**src/rtl/wash_sequencer_pkg.sv**
```systemverilog
// Shared definitions for the washing-machine controller: phase and mode
// encodings, motor speed codes and the state-to-actuator decode.
package wash_sequencer_pkg;

    // Phase encodings, also exported on the phase output.
    typedef enum logic [2:0] {
        PH_IDLE  = 3'd0,
        PH_FILL  = 3'd1,
        PH_WASH  = 3'd2,
        PH_DRAIN = 3'd3,
        PH_RINSE = 3'd4,
        PH_SPIN  = 3'd5,
        PH_DONE  = 3'd6
    } phase_e;

    // Wash mode encodings, shared with the billing block.
    typedef enum logic [1:0] {
        MODE_SPIN   = 2'b00,
        MODE_SMALL  = 2'b01,
        MODE_MEDIUM = 2'b10,
        MODE_LARGE  = 2'b11
    } mode_e;

    // Motor speed codes.
    localparam logic [1:0] MOTOR_OFF  = 2'b00;
    localparam logic [1:0] MOTOR_WASH = 2'b01;
    localparam logic [1:0] MOTOR_SPIN = 2'b10;

    // Actuator bundle driven by the sequencer.
    typedef struct packed {
        logic       valve_in;
        logic       valve_out;
        logic [1:0] motor;
    } drive_t;

    // Actuators per phase; everything is off while paused.
    function automatic drive_t decode_drive(input phase_e ph, input logic paused);
        drive_t d;
        d = '0;
        if (!paused) begin
            case (ph)
                PH_FILL:  d.valve_in = 1'b1;
                PH_WASH:  d.motor = MOTOR_WASH;
                PH_DRAIN: d.valve_out = 1'b1;
                PH_RINSE: begin
                    d.valve_in = 1'b1;
                    d.motor    = MOTOR_WASH;
                end
                PH_SPIN: begin
                    d.valve_out = 1'b1;
                    d.motor     = MOTOR_SPIN;
                end
                default: d = '0;
            endcase
        end
        return d;
    endfunction

endpackage

```
**src/rtl/wash_sequencer_tick_gen.sv**
```systemverilog
// Reusable prescaler: strobes tick for one cycle every TICK_DIV enabled
// cycles. The count holds while en is low and clr returns it to zero.
module tick_gen #(
    parameter int unsigned TICK_DIV = 100_000_000
) (
    input  logic clk,
    input  logic rst,
    input  logic en,
    input  logic clr,
    output logic tick
);

    localparam int unsigned W = $clog2(TICK_DIV);
    localparam logic [W-1:0] LAST = W'(TICK_DIV - 1);

    logic [W-1:0] cnt_q, cnt_d;

    assign tick = en && (cnt_q == LAST);

    // Next count: clear has priority, wrap on tick, otherwise advance when enabled.
    always_comb begin
        cnt_d = cnt_q;
        if (clr) begin
            cnt_d = '0;
        end else if (tick) begin
            cnt_d = '0;
        end else if (en) begin
            cnt_d = cnt_q + 1'b1;
        end
    end

    // Prescaler register.
    always_ff @(posedge clk or negedge rst) begin
        if (!rst) begin
            cnt_q <= '0;
        end else begin
            cnt_q <= cnt_d;
        end
    end

endmodule

```
**src/rtl/wash_sequencer.sv**
```systemverilog
// Timed wash phase sequencer: runs FILL..SPIN (or SPIN only) on a start
// pulse, counts whole-cycle seconds remaining, supports pause/resume and
// finishes with a done pulse and a buzzer window.
module wash_sequencer
    import wash_sequencer_pkg::*;
#(
    parameter int unsigned TICK_DIV = 100_000_000,
    parameter logic [7:0]  FILL_S   = 8'd3,
    parameter logic [7:0]  WASH_S_S = 8'd6,
    parameter logic [7:0]  WASH_S_M = 8'd9,
    parameter logic [7:0]  WASH_S_L = 8'd12,
    parameter logic [7:0]  DRAIN_S  = 8'd2,
    parameter logic [7:0]  RINSE_S  = 8'd4,
    parameter logic [7:0]  SPIN_S   = 8'd5,
    parameter logic [7:0]  BUZZ_S   = 8'd3
) (
    input  logic       clk,
    input  logic       rst,
    input  logic       start,
    input  logic [1:0] mode,
    input  logic       pause,
    output logic [2:0] phase,
    output logic [7:0] remain,
    output logic       valve_in,
    output logic       valve_out,
    output logic [1:0] motor,
    output logic       busy,
    output logic       paused,
    output logic       done,
    output logic       buzzer
);

    phase_e     state_q, state_d;
    mode_e      mode_q, mode_d;
    logic [7:0] cnt_q, cnt_d;
    logic [7:0] remain_q, remain_d;
    logic       paused_q, paused_d;
    logic       done_q, done_d;
    logic       tick, tick_en, tick_clr;
    logic       active;
    drive_t     drv;

    function automatic logic [7:0] wash_secs(input mode_e m);
        case (m)
            MODE_SMALL:  return WASH_S_S;
            MODE_MEDIUM: return WASH_S_M;
            default:     return WASH_S_L;
        endcase
    endfunction

    // Timed phases that respond to pause and decrement remain.
    assign active  = (state_q == PH_FILL) || (state_q == PH_WASH) ||
                     (state_q == PH_DRAIN) || (state_q == PH_RINSE) ||
                     (state_q == PH_SPIN);
    // Prescaler runs in every non-idle state unless paused (DONE is never paused).
    assign tick_en = (state_q != PH_IDLE) && !paused_q;

    tick_gen #(
        .TICK_DIV(TICK_DIV)
    ) u_tick_gen (
        .clk  (clk),
        .rst  (rst),
        .en   (tick_en),
        .clr  (tick_clr),
        .tick (tick)
    );

    // Next-state, counters, pause toggle and done strobe.
    always_comb begin
        state_d  = state_q;
        mode_d   = mode_q;
        cnt_d    = cnt_q;
        remain_d = remain_q;
        paused_d = paused_q;
        done_d   = 1'b0;
        tick_clr = 1'b0;

        // A pause coinciding with a tick still lets the tick act below.
        if (pause && active) begin
            paused_d = ~paused_q;
        end

        case (state_q)
            PH_IDLE: begin
                if (start) begin
                    mode_d   = mode_e'(mode);
                    tick_clr = 1'b1;
                    if (mode_e'(mode) == MODE_SPIN) begin
                        state_d  = PH_SPIN;
                        cnt_d    = SPIN_S;
                        remain_d = SPIN_S;
                    end else begin
                        state_d  = PH_FILL;
                        cnt_d    = FILL_S;
                        remain_d = FILL_S + wash_secs(mode_e'(mode)) + DRAIN_S +
                                   RINSE_S + SPIN_S;
                    end
                end
            end
            PH_FILL, PH_WASH, PH_DRAIN, PH_RINSE, PH_SPIN: begin
                if (tick) begin
                    remain_d = remain_q - 8'd1;
                    if (cnt_q == 8'd1) begin
                        case (state_q)
                            PH_FILL: begin
                                state_d = PH_WASH;
                                cnt_d   = wash_secs(mode_q);
                            end
                            PH_WASH: begin
                                state_d = PH_DRAIN;
                                cnt_d   = DRAIN_S;
                            end
                            PH_DRAIN: begin
                                state_d = PH_RINSE;
                                cnt_d   = RINSE_S;
                            end
                            PH_RINSE: begin
                                state_d = PH_SPIN;
                                cnt_d   = SPIN_S;
                            end
                            default: begin
                                // Leaving SPIN: pause state never carries into DONE.
                                state_d  = PH_DONE;
                                cnt_d    = BUZZ_S;
                                done_d   = 1'b1;
                                paused_d = 1'b0;
                            end
                        endcase
                    end else begin
                        cnt_d = cnt_q - 8'd1;
                    end
                end
            end
            PH_DONE: begin
                if (tick) begin
                    if (cnt_q == 8'd1) begin
                        state_d = PH_IDLE;
                        cnt_d   = 8'd0;
                    end else begin
                        cnt_d = cnt_q - 8'd1;
                    end
                end
            end
            default: begin
                state_d  = PH_IDLE;
                cnt_d    = 8'd0;
                remain_d = 8'd0;
                paused_d = 1'b0;
            end
        endcase
    end

    // State and counter registers.
    always_ff @(posedge clk or negedge rst) begin
        if (!rst) begin
            state_q  <= PH_IDLE;
            mode_q   <= MODE_SPIN;
            cnt_q    <= 8'd0;
            remain_q <= 8'd0;
            paused_q <= 1'b0;
            done_q   <= 1'b0;
        end else begin
            state_q  <= state_d;
            mode_q   <= mode_d;
            cnt_q    <= cnt_d;
            remain_q <= remain_d;
            paused_q <= paused_d;
            done_q   <= done_d;
        end
    end

    // Output decode from registered state.
    always_comb begin
        drv = decode_drive(state_q, paused_q);
    end

    assign phase     = state_q;
    assign remain    = remain_q;
    assign valve_in  = drv.valve_in;
    assign valve_out = drv.valve_out;
    assign motor     = drv.motor;
    assign busy      = (state_q != PH_IDLE);
    assign paused    = paused_q;
    assign done      = done_q;
    assign buzzer    = (state_q == PH_DONE);

endmodule

```
**config.mk**
```make
export PLATFORM = sky130hd
export DESIGN_NAME = wash_sequencer
export DESIGN_NICKNAME = d
export VERILOG_FILES = /design/src/rtl/wash_sequencer_pkg.sv /design/src/rtl/wash_sequencer_tick_gen.sv /design/src/rtl/wash_sequencer.sv
export SDC_FILE = /design/constraint.sdc
export NUM_CORES = 1
export LEC_CHECK = 0
export BUFFER_PORTS_ARGS = -buffer_cell sky130_fd_sc_hd__buf_2
export CELL_PAD_IN_SITES_DETAIL_PLACEMENT = 0
export CELL_PAD_IN_SITES_GLOBAL_PLACEMENT = 1
export CORE_MARGIN = 1.5
export CORE_UTILIZATION = 50
export CTS_CLUSTER_SIZE = 30
export DETAILED_ROUTE_END_ITERATION = 12
export PLACE_DENSITY_LB_ADDON = 0.3
export SLEW_MARGIN = 20
export SYNTH_ARGS = -nofsm -noshare
export SYNTH_HDL_FRONTEND = slang
export SYNTH_SLANG_ARGS = --single-unit
```
**constraint.sdc**
```tcl
create_clock -name clk -period 5.2 [get_ports clk]
set_input_delay 0.52 -clock clk [delete_from_list [all_inputs] [get_ports clk]]
set_output_delay 0.52 -clock clk [all_outputs]
set_load 0.05 [all_outputs]
```
# Word level (Yosys, flattened, before mapping)
# Cells that the tools add are included.
[totals] mem_count=0 inputBits=6 output_inout_bits=19 word_cells=98 reg_bits=50 mem_bits_ro=0 latchBits=0 mem_bits_rw=0
[op_classes] shift=0 n_eq_ne=17 mul=0 reduce_logical=22 order_cmp=0 addsub=7 muxes=43 div_mod_pow=0 bitwise=2
[op_table] operator="$mux 8" n=11
[op_table] operator="$mux 27" n=3
[op_table] operator="$pmux 8 s3" n=2
[op_table] operator="$pmux 8 s4" n=1
[op_table] operator="$add 27x1->27 const B" n=1
[op_table] operator="$eq 27x27->1 const B" n=1
[op_table] operator="$mux 3" n=7
[op_table] operator="$add 8x3->8 const B" n=2
[op_table] operator="$pmux 4 s2" n=2
[op_table] operator="$sub 8x1->8 const B" n=2
[op_table] operator="$mux 1" n=12
[op_table] operator="$pmux 3 s4" n=1
[op_table] operator="$eq 3x3->1 const B" n=3
[op_table] operator="$pmux 3 s3" n=1
[op_table] operator="$add 2x8->8 const A" n=1
[op_table] operator="$add 8x2->8 const B" n=1
[op_table] operator="$eq 8x1->1 const B" n=1
[op_table] operator="$reduce_or 2->1" n=4
[op_table] operator="$eq 3x2->1 const B" n=2
[op_table] operator="$ne 2x2->1 const B" n=3
[op_table] operator="$reduce_and 3->1" n=2
[op_table] operator="$reduce_bool 3->1" n=2
[op_table] operator="$reduce_and 5->1" n=1
[op_table] operator="$reduce_or 5->1" n=1
[op_table] operator="other kinds (15)" n=24

# Depth between registers and ports, before layout
[logic_depth] ltp_word=12 ltp_mapped=8

# Cells and area by module
# Synthesis repeated with hierarchy kept, for this count alone.
[unflattened] cells_unflattened=360 hier_area_um2=3155.5
[by_module_without_submodules] mod="wash_sequencer" area_each_um2=1614.0 n_inst=1 cells_each=193
[by_module_without_submodules] mod="tick_gen" area_each_um2=1541.5 n_inst=1 cells_each=167

# Least setup slack after synthesis
# No wires, ideal clock.
[synth_path] path_type="reg2out" from="register state_q[2] (netlist: phase[2])" to="output port valve_out" arrival_time_ns=2.754 path_slack_ns=1.926 required_ns=4.680 path_stages_with_launch=6 path_cell_list="dfrtp_1 > buf_4 > clkbuf_1 > clkbuf_1 > xnor2_1 > nor3b_1"
[synth_via] elab_chain_len=4 elab_cells_between_ends=5
[synth_rtl] element="start: declaration" line="wash_sequencer.sv:33" text="phase_e state_q, state_d;"
[synth_rtl] element="start signal: assignment" line="wash_sequencer.sv:163" text="state_q <= state_d;"
[synth_rtl] element="$eq 3x2->1 / $eq 3x3->1 (equally long branches)" line="wash_sequencer_pkg.sv:41" text="case (ph)"
[synth_rtl] element="$reduce_or 2->1 (no line) *"
[synth_rtl] element="$mux 1 *" line="wash_sequencer_pkg.sv:41"
[synth_rtl] element="$mux 4 *" line="wash_sequencer_pkg.sv:40" text="if (!paused) begin"
[synth_rtl] element="end: declaration" line="wash_sequencer.sv:25" text="output logic valve_out,"
# Every way passes the cells marked *; elsewhere a longest branch is shown, timed or not.

# Worst setup path after layout
[layout_path] from="register state_q[2] (netlist: phase[2])" to="register u_tick_gen.cnt_q[18]"
[layout_via] elab_chain_len=5 elab_cells_between_ends=8
[layout_rtl] element="$reduce_bool 3->1" line="wash_sequencer.sv:56" text="assign tick_en = (state_q != PH_IDLE) && !paused_q;"
[layout_rtl] element="$logic_and 1x1->1" line="wash_sequencer.sv:56"
[layout_rtl] element="$logic_and 1x1->1" line="wash_sequencer_tick_gen.sv:18" text="assign tick = en && (cnt_q == LAST);"
[layout_rtl] element="$mux 27" line="wash_sequencer_tick_gen.sv:25" text="end else if (tick) begin"
[layout_rtl] element="$mux 27" line="wash_sequencer_tick_gen.sv:23" text="if (clr) begin"
[layout_rtl] element="end signal: assignment" line="wash_sequencer_tick_gen.sv:37" text="cnt_q <= cnt_d;"
[layout_rtl] element="end: declaration" line="wash_sequencer_tick_gen.sv:16" text="logic [W-1:0] cnt_q, cnt_d;"
# Several ways; a longest one is shown, not always the timed one.
# A chain may end at the register's enable or synchronous reset.

==> impl_metrics.env <==
export IMPL_dp_hpwl_mm=5.97
export IMPL_synth_top_area_cell="dfrtp_1"
export IMPL_yosysMostFrequentCell="dfrtp_1"
export IMPL_grt_pass1_wl_mm=14.2
export IMPL_portBuffers=24
export IMPL_fin_util_pct=55.6
export IMPL_antenna_found_initial=0
export IMPL_ir_drop_mv=0.229
export IMPL_rsz0062_at_grt="no"
export IMPL_dieArea_um2=6980
export IMPL_antenna_cells=0
export IMPL_required_ps=5390
export IMPL_synthFlopType="dfrtp_1"
export IMPL_clock_fmax_ghz=0.314
export IMPL_maxCapViolations=0
export IMPL_firstDrtPassIters=4
export IMPL_root_buffer="clkbuf_8"
export IMPL_synth_edf_count=0
export IMPL_leakage_nw=1.50
export IMPL_start_kind="flop"
export IMPL_holdCritPathClass="in2async"
export IMPL_synth_async_reset_ratio_pct=100
export IMPL_fp_dieW_um=83.6
export IMPL_gp_congestion=0.852
export IMPL_drtAntennaViolNets=0
export IMPL_min_period_ps=3190
export IMPL_row_count=29
export IMPL_pwr_density_cell_nw_per_um2=377
export IMPL_cts_setup_buffers=0
export IMPL_finalCritPeriodShare_pct=61.3
export IMPL_status="complete, no violations"
export IMPL_drive_gt1_share_pct=13.4
export IMPL_areaGrowthSynthToFinish_pct=8.21
export IMPL_synthesis_area_um2=3240
export IMPL_drc=0
export IMPL_gr_total_overflow=0
export IMPL_postSynthAreaPerCell_um2=8.65
export IMPL_nNetsFinal=398
export IMPL_cts_tree="built"
export IMPL_nFillCells=594
export IMPL_vias_per_cell=6.50
export IMPL_synth_top_cell_area_share_pct=38.6
export IMPL_ctsHoldBuffers=0
export IMPL_track_usage_pct=25.3
export IMPL_die_y_um=83.6
export IMPL_crit_type="reg2reg"
export IMPL_synth_cell_types=57
export IMPL_finalSetupViolations=0
export IMPL_critPathCaptureType="flop"
export IMPL_synthCells=375
export IMPL_multi_input_area_um2=1860
export IMPL_clk_latency_ps=310
export IMPL_worst_pin_slew_ps=1020
export IMPL_hold_violations=0
export IMPL_vias=3031
export IMPL_slew_viol_final=0
export IMPL_clkSlewWorstSetupHoldPaths_ps=90
export IMPL_grt_max_degree=51
export IMPL_wl_per_cell_um=18.2
export IMPL_tns_ps=0
export IMPL_yosysWarnings=0
export IMPL_yosysSeqAreaShare_pct=38.6
export IMPL_cp_arrival_ps=3380
export IMPL_ff_latch_area_um2=1250
export IMPL_synthTopCellsByArea="dfrtp_1 39%, a31oi_1 6.2%, nand2_1 3.5%"
export IMPL_ys_seq_elements=50
export IMPL_pin_count=25
export IMPL_h_tree_depth=2
export IMPL_cts_sinks=50
export IMPL_core_um2=6310
export IMPL_fin_skew_ps=7.17
export IMPL_synth_common_cells="50 x dfrtp_1, 32 x a31oi_1, 30 x nand2_1"
export IMPL_cts_made_buffers=5
export IMPL_crit_fanout=27
export IMPL_wl_mm=8.49
export IMPL_clock_path_buffers=2
export IMPL_syn_nets=385
export IMPL_grt_pass1_vias=2863
export IMPL_ctsResizeCount=0
export IMPL_initial_core_util_pct=51.4
export IMPL_slew_headroom_pct=31.6
export IMPL_drt_iter0_drc=221
## layer usage
metal  track usage (%)  vias up  share of wire, %  wire [um]
li1                  -     1456                 -          -
met1              34.9     1498                45       3830
met2              41.2       66                49       4160
met3              3.86       11               4.2        355
met4              8.05        0               1.7        144
met5                 0        -                 0          0
## where the power goes
group | leakage, nW | switching (mW) | internal [mW]
Clock | 0.0575 | 0.133 | 0.135
Sequential | 0.650 | 0.128 | 0.482
Combinational | 0.796 | 0.283 | 0.162
## metrics by stage
step | setup slack (ps) | total power, mW | hold slack, ps | area [um^2] | cells
3_3_place_gp | 2150 | 1.04 | 466 | 3400 | 458
6_report | 2010 | 1.32 | 303 | 3510 | 466
4_1_cts | 2040 | 1.33 | 346 | 3510 | 466
2_1_floorplan | 1930 | 0.925 | 224 | 3240 | 375
5_1_grt | 1740 | 1.41 | 376 | 3510 | 466
3_5_place_dp | 2060 | 1.06 | 480 | 3400 | 458
## kinds of logic (layout without fill, tap and decap cells)
group,after synthesis,in the layout,synth area share [%]
buf+inv,33,47,4.09
mux,7,7,2.24
flops,50,50,38.6
simple gates,167,167,29.5
xor+xnor,10,10,2.70
fa+ha+maj,4,4,1.54
compound gates,104,104,21.4
## placed cells by master, fill, tap and decap left out, types with 3 or more instances in the layout
| cell type | instances |
|---|---|
| nor4_1 | 7 |
| or3_1 | 6 |
| nand3_1 | 16 |
| mux2i_1 | 5 |
| nand4_1 | 5 |
| xnor2_1 | 6 |
| a31oi_1 | 32 |
| nand3b_1 | 11 |
| o22a_1 | 3 |
| o211ai_1 | 3 |
| and2_1 | 5 |
| dfrtp_1 | 50 |
| nor3_1 | 12 |
| clkbuf_8 | 8 |
| a41oi_1 | 5 |
| ha_1 | 4 |
| o22ai_1 | 6 |
| o31ai_1 | 3 |
| o21ai_0 | 14 |
| nor2b_1 | 3 |
| inv_1 | 11 |
| buf_4 | 3 |
| nor2_1 | 28 |
| and4_1 | 7 |
| a21oi_1 | 17 |
| xor2_1 | 4 |
| nand2b_1 | 5 |
| a22o_1 | 3 |
| nand2_1 | 30 |
| and3_1 | 15 |
| buf_2 | 24 |
| nor3b_1 | 3 |
## area by class of cell
cell class,instances,share of cell area (%)
repair buffers,27,4.06
flip-flops and latches,50,35.6
well taps,77,2.74
clock buffers,8,3.14
multi-input cells,292,53.1
inverters,12,1.32
## registers in the layout, indices dropped and copies added, names as in the netlist
signal / cells
u_tick_gen.cnt_q: 27
cnt_q: 8
remain: 8
phase: 3
mode_q: 2
done: 1
paused: 1
## critical path: stages, from the launching register on
cell	delay, ps
dfrtp_1	710
nor3_2	820
clkinv_2	330
a21oi_2	770
nand4_1	200
xor2_1	170
nor2_1	50
## final timing paths
| path | slack [ps] | depth (start not counted) | from | endpoint |
|---|---|---|---|---|
| max | 2010 | 6 | phase[2] | u_tick_gen.cnt_q[18] |
| min | 300 | 2 | rst | phase[1] |
| max reg2reg | 2010 | 6 | phase[2] | u_tick_gen.cnt_q[18] |
| min reg2reg | 490 | 1 | cnt_q[7] | cnt_q[7] |
| max in group asynchronous | 4440 | 2 | rst | u_tick_gen.cnt_q[26] |
| min in group clk | 490 | 1 | cnt_q[7] | cnt_q[7] |
(Power assumes the default switching activity.)
